$ cat src/rtl/reg_share_arbiter.sv
// reg_share_arbiter: round-robin arbiter and write sequencer for one shared
// WIDTH-bit register. Each grant makes exactly one write into Q, or a locked
// burst of up to LOCK_MAX writes. Every output comes straight from a flop.
// Optional feature macro: REG_ARB_LOCK_EN adds the lock port and burst writes.
//
// state   | meaning
// --------+------------------------------------------------------------
// S_IDLE  | no owner; pick the next requester round-robin from ptr
// S_ARB   | owner granted; confirm its req is still up before writing
// S_WRITE | Q holds the owner's word, ack pulses; leave (or burst-stay)
module reg_share_arbiter #(
    parameter  int N_REQ    = 4,
    parameter  int WIDTH    = 8,
    parameter  int LOCK_MAX = 4,
    localparam int OW       = $clog2(N_REQ)
) (
    input  logic                   clk,
    input  logic                   reset,
    input  logic [N_REQ-1:0]       req,
    input  logic [N_REQ*WIDTH-1:0] din,
`ifdef REG_ARB_LOCK_EN
    input  logic [N_REQ-1:0]       lock,
`endif
    output logic [N_REQ-1:0]       grant,
    output logic [N_REQ-1:0]       ack,
    output logic [OW-1:0]          owner,
    output logic                   busy,
    output logic [WIDTH-1:0]       Q
);

    typedef enum logic [1:0] {S_IDLE, S_ARB, S_WRITE} state_e;

    state_e              state_q, state_d;
    logic [OW-1:0]       ptr_q, ptr_d;
    logic [OW-1:0]       owner_q, owner_d;
    logic [N_REQ-1:0]    grant_q, grant_d;
    logic [N_REQ-1:0]    ack_q, ack_d;
    logic                busy_q, busy_d;
    logic [WIDTH-1:0]    data_q, data_d;
    logic [OW-1:0]       pick;
    logic [OW-1:0]       ptr_next;
    logic [WIDTH-1:0]    din_arr [N_REQ];

`ifdef REG_ARB_LOCK_EN
    localparam int CW = $clog2(LOCK_MAX + 1);
    logic [CW-1:0]       burst_q, burst_d;
`endif

    if (N_REQ < 2 || N_REQ > 8 || LOCK_MAX < 1) begin : g_bad_param
        $error("reg_share_arbiter: N_REQ must be 2..8 and LOCK_MAX >= 1");
    end

    for (genvar g = 0; g < N_REQ; g++) begin : g_din
        assign din_arr[g] = din[g*WIDTH +: WIDTH];
    end

    // First requester at or after p, wrapping; returns 0 when none is set.
    function automatic logic [OW-1:0] rr_pick(input logic [N_REQ-1:0] r,
                                              input logic [OW-1:0] p);
        logic found;
        int   idx;
        found   = 1'b0;
        rr_pick = '0;
        for (int i = 0; i < N_REQ; i++) begin
            idx = int'(p) + i;
            if (idx >= N_REQ) idx = idx - N_REQ;
            if (!found && r[idx[OW-1:0]]) begin
                found   = 1'b1;
                rr_pick = idx[OW-1:0];
            end
        end
    endfunction

    assign pick     = rr_pick(req, ptr_q);
    assign ptr_next = (owner_q == OW'(N_REQ - 1)) ? '0 : owner_q + 1'b1;

    // Next-state and next-output decode; ack defaults low so it can only pulse.
    always_comb begin
        state_d = state_q;
        ptr_d   = ptr_q;
        owner_d = owner_q;
        grant_d = grant_q;
        ack_d   = '0;
        busy_d  = busy_q;
        data_d  = data_q;
`ifdef REG_ARB_LOCK_EN
        burst_d = burst_q;
`endif
        case (state_q)
            S_IDLE: begin
                if (|req) begin
                    owner_d       = pick;
                    grant_d       = '0;
                    grant_d[pick] = 1'b1;
                    busy_d        = 1'b1;
                    state_d       = S_ARB;
                end
            end
            S_ARB: begin
                if (req[owner_q]) begin
                    data_d         = din_arr[owner_q];
                    ack_d[owner_q] = 1'b1;
                    state_d        = S_WRITE;
`ifdef REG_ARB_LOCK_EN
                    burst_d        = CW'(1);
`endif
                end else begin
                    // Requester withdrew: abandon without touching ptr or Q.
                    grant_d = '0;
                    busy_d  = 1'b0;
                    state_d = S_IDLE;
                end
            end
            S_WRITE: begin
`ifdef REG_ARB_LOCK_EN
                if (lock[owner_q] && req[owner_q] && burst_q < CW'(LOCK_MAX)) begin
                    data_d         = din_arr[owner_q];
                    ack_d[owner_q] = 1'b1;
                    burst_d        = burst_q + 1'b1;
                end else begin
                    grant_d = '0;
                    busy_d  = 1'b0;
                    ptr_d   = ptr_next;
                    burst_d = '0;
                    state_d = S_IDLE;
                end
`else
                grant_d = '0;
                busy_d  = 1'b0;
                ptr_d   = ptr_next;
                state_d = S_IDLE;
`endif
            end
            default: begin
                grant_d = '0;
                busy_d  = 1'b0;
                state_d = S_IDLE;
            end
        endcase
    end

    // State and registered outputs; async reset aborts any pending write.
    always_ff @(posedge clk or negedge reset) begin
        if (!reset) begin
            state_q <= S_IDLE;
            ptr_q   <= '0;
            owner_q <= '0;
            grant_q <= '0;
            ack_q   <= '0;
            busy_q  <= 1'b0;
            data_q  <= '0;
`ifdef REG_ARB_LOCK_EN
            burst_q <= '0;
`endif
        end else begin
            state_q <= state_d;
            ptr_q   <= ptr_d;
            owner_q <= owner_d;
            grant_q <= grant_d;
            ack_q   <= ack_d;
            busy_q  <= busy_d;
            data_q  <= data_d;
`ifdef REG_ARB_LOCK_EN
            burst_q <= burst_d;
`endif
        end
    end

    assign grant = grant_q;
    assign ack   = ack_q;
    assign owner = owner_q;
    assign busy  = busy_q;
    assign Q     = data_q;

endmodule

$ cat config.mk
export PLATFORM = sky130hd
export DESIGN_NAME = reg_share_arbiter
export DESIGN_NICKNAME = d
export VERILOG_FILES = /design/src/rtl/reg_share_arbiter.sv
export SDC_FILE = /design/constraint.sdc
export NUM_CORES = 1
export LEC_CHECK = 0
export ABC_CLOCK_PERIOD_IN_PS = 3300
export CORE_AREA = 2 2 43 75
export CTS_CLUSTER_SIZE = 25
export DETAILED_ROUTE_END_ITERATION = 6
export DIE_AREA = 0 0 45 77
export PLACE_DENSITY = 0.89
export SYNTH_ARGS = -nofsm -noshare
export SYNTH_HDL_FRONTEND = slang
export SYNTH_SLANG_ARGS = --single-unit
$ cat constraint.sdc
create_clock -name clk -period 3.3 [get_ports clk]
set_input_delay 0.66 -clock clk [delete_from_list [all_inputs] [get_ports clk]]
set_output_delay 0.66 -clock clk [all_outputs]
set_load 0.01 [all_outputs]
# == Word level (Yosys, flattened, before mapping) ==
# Cells that the tools add are included.
# classes
addsub,8
n_lt_le_gt_ge,13
n_eq_ne,5
muxes,40
n_bitwise,1
reduce_logical,13
# op_table
cell,n
2-to-1 mux 2 bit,11
"less-than comparator 2 x 3 -> 1 bit, second input constant",6
binary-select mux 8 bit (select 2 bit),1
2-to-1 mux 4 bit,4
2-to-1 mux 8 bit,2
"greater-or-equal comparator 3 bit, second input constant",4
2-to-1 mux 1 bit,12
binary-select mux 1 bit (select 2 bit),5
one-hot mux 4 bit (2 select lines),1
"subtractor 2 x 1 -> 2 bit, second input constant",4
"adder 2 x 2 -> 3 bit, second input constant",2
AND reduction 2 bit,3
logical AND 1 bit,5
demux 1 bit (select 2 bit),2
"== test 2 bit, second input constant",2
"greater-or-equal comparator 2 x 1 -> 1 bit, second input constant",2
"inequality test 2 bit, second input constant",2
one-hot mux 2 bit (2 select lines),1
OR reduction 4 bit,1
"adder 2 x 1 -> 3 bit, second input constant",1
"greater-or-equal comparator 2 x 3 -> 1 bit, second input constant",1
zero test 1 bit,3
inverter 2 -> 3 bit,1
"adder 2 x 1 -> 2 bit, second input constant",1
3 further kinds,3
# totals
reg_bits,23
inputBits,38
out_inout_bits,19
elab_cells,87

# == Depth between registers and ports, before layout ==
# depth
depth_word,20
mapped_depth,5
depth_no_buf,5

# == Least setup slack after synthesis ==
# Ideal clock, no wire load.
# synth_timing
kind,input-to-reg
startpoint,input port req[3]
endpoint,"register data_q[2], in the netlist Q[2]"
setup_ps,125
t_arrival_ps,1839
t_required_ps,3175
setup_slack_ps,1336
stages,5
n_path_buf,2
path_cell_list,mux4_2 > and3b_1 > buf_6 > buf_6 > mux2_4
# synth_between
elab_chain_cells,3
# synth_lines
element,line_no,rtl
start: declaration,19,"input logic [N_REQ-1:0] req,"
binary-select mux 1 bit (select 2 bit),100,if (req[owner_q]) begin
2-to-1 mux 1 bit (implied by the code),100,
AND reduction 2 bit (no line),n/a,
end signal: assignment,162,data_q <= data_d;
end: declaration,39,"logic [WIDTH-1:0] data_q, data_d;"
# Every way passes these cells. The select of a mux whose other input is x is not followed.
# A chain may end at the register's enable or synchronous reset.

# == Worst setup path in the final report ==
# layout_timing
startpoint,input port req[1]
endpoint,"register data_q[0], in the netlist Q[0]"
# The elaborated chain is that of the path after synthesis.

==> qor.yml <==
p_leak_nw: 0.793
ys_seq_area_share_pct: 46.8
routedWlPerCell_um: 19.0
outcome: "completed"
tightest_slew_ps: 977
criticalPathCategory: "in -> reg"
power_frac_comb_pct: 52.8
post-cts-setup-buffer-count: 0
ctsLongestPathBuffers: 2
core_um2: 2860
synth_area_um2: 1230
fin_crit_sh_pct: 70.4
rsz0062_at_grt: "no"
h-tree-depth: 1
grt_max_degree: 24
seqPwrFrac_pct: 35.9
clkSinkCount: 23
finalHoldViolCount: 0
path_max_fanout: 13
dieArea_um2: 3470
synth_warnings: 0
fp.dieH_um: 77
syn-num-nets: 129
drc: 0
vias_per_cell: 5.63
yosysMostFrequentCell: "dfrtp_1"
r2r_slack_ps: 1200
tritoncts: "done"
fin_worst_skew_ps: 4.07
start_util_pct: 42.9
tns_ps: 0
place_area_um2: 1800
cap_violations: 0
worstHoldPathCells: 1
dp_slack_ps: 707
cts_root_buf: "clkbuf_8"
worstSetupStartpointType: "input port"
track_usage_pct: 19.8
min_period_ps: 2320
end_kind: "flip-flop"
overflow: 0
syn_area_per_cell_um2: 14.1
ys_top_cells_by_area: "dfrtp_1 (47%), mux4_2 (15%), mux2_4 (6.1%), ha_1 (4.1%), mux2_1 (3.7%)"
r2r-start: "owner[1]"
drive_above_1_share_pct: 13.2
vias: 969
synth-edff-count: 0
port_buffers: 56
drtAntennaViolNets: 0
yosysTopAreaCell: "dfrtp_1"
holdCritPathClass: "reg -> reg"
cts_resized: 0
hold_end: "Q[7]"
io_pins: 57
synth_cell_type_count: 32
yosys.area.top_type_share_pct: 46.8
cts-buffers-inserted: 3
r2r_end: "Q[0]"
clk_pin_slew_ps: 70
drv_slew: 0
synth_seq_cells: 23
cp.required_ps: 3450
clk_latency_ps: 260
swShare_pct: 34.7
arrival_ps: 2470
grt_pass1_vias: 1104
intPower_uw: 977
p_switching_uw: 518
dieWidth_um: 45
syn2layout_area_growth_pct: 50.2
fin_area_um2: 1850
final_nets: 187
power.density_nw_per_um2: 810
relSlewSlack_pct: 34.6
holdWs_ps: 497
grt_pass1_wl_um: 5060
fmax_mhz: 431
synth_flop_cell: "dfrtp_1"
clkPwrFrac_pct: 11.3
antenna_cells: 0
finalWorstSetupSlack_ps: 978
rr_worst_depth: 3
worstHoldStart: "Q[7]"
async_flop_share_pct: 100
ctsHoldBuffers: 0
ir_worst_vdd_uv: 484
synth_common_cells: "dfrtp_1 (23), mux4_2 (8), inv_1 (5), mux2_4 (5)"
hpwl_um: 2630
drt_first_iter_violations: 9
wirelength_um: 3260
setup_viol: 0
synthCells: 87
dr.pass1.iters: 4
antenna_found_initial: 0
globalplace.congestion: 0.824
core.rowCount: 26
==> cells by family after synthesis <==
kind of cell | Yosys count | share of synthesized area, %
AND/OR/NAND/NOR | 15 | 6.93
buffers and inverters | 10 | 4.38
flip-flops | 23 | 46.8
adder cells (fa/ha/maj) | 4 | 4.07
AO/OA/AOI/OAI | 14 | 8.66
multiplexers | 21 | 29.1
==> worst max-delay path, cell delays in order <==
cell	delay [ps]
clkdlybuf4s50_1	580
mux4_2	310
and3b_1	540
mux2_1	380
==> metrics by stage <==
stage                     util [%]  cells  power (mW)
after global routing          64.5    172        1.59
after floorplan                  -     87       0.995
final                         64.5    172        1.50
after CTS                     64.5    172        1.51
after detailed placement      62.9    168        1.33
after global placement        62.9    168        1.29
==> worst max-delay path by stage <==
| stage | startpoint | slack, ps | endpoint | cells after the start |
|---|---|---|---|---|
| floorplan | req[3] | 1340 | Q[2] | 5 |
| global placement | req[1] | 790 | Q[7] | 4 |
| detailed placement | req[1] | 710 | Q[0] | 4 |
| CTS | req[1] | 980 | Q[0] | 4 |
| global route | req[0] | 890 | Q[0] | 4 |
| finish | req[1] | 980 | Q[0] | 4 |
==> state kept, by name, summed over array words and instances (netlist names) <==
signal and cells:
Q 8, ack 4, grant 4, owner 2, ptr_q 2, state_q 2
busy 1
==> metal layers <==
layer	GRT usage [%]	wire, um
met3	5.41	392
met4	6.76	64
met5	0	0
met1	21.2	1140
met2	35.1	1670
==> final cells by class <==
| cell class | instances | area (um2) |
|---|---|---|
| Sequential cell | 23 | 576 |
| Clock buffer | 4 | 45.0 |
| Inverter | 6 | 22.5 |
| Multi-Input combinational cell | 54 | 599 |
| Timing Repair Buffer | 57 | 568 |
| Tap cell | 28 | 35.0 |
| Fill cell | 210 | 1020 |
==> layout by cell type, fill, tap and decap left out, types with 2 or more instances in the layout <==
cell             instances
inv_1                    5
nor2_1                   3
mux2_1                   4
mux2i_1                  2
mux4_2                   8
and2_1                   4
mux2_4                   5
clkdlybuf4s50_1         56
nand2_1                  2
clkbuf_8                 3
nand2b_1                 2
ha_1                     4
dfrtp_1                 23
a21oi_1                  4
==> power groups by stage <==
stage | registers (mW) | clock network, mW | logic (mW)
floorplan | 0.542 | 0 | 0.453
global placement | 0.532 | 0 | 0.762
finish | 0.537 | 0.169 | 0.789
detailed placement | 0.542 | 0 | 0.791
global route | 0.559 | 0.181 | 0.846
CTS | 0.538 | 0.170 | 0.799
No activity file was read; power rests on OpenSTA's default activity.
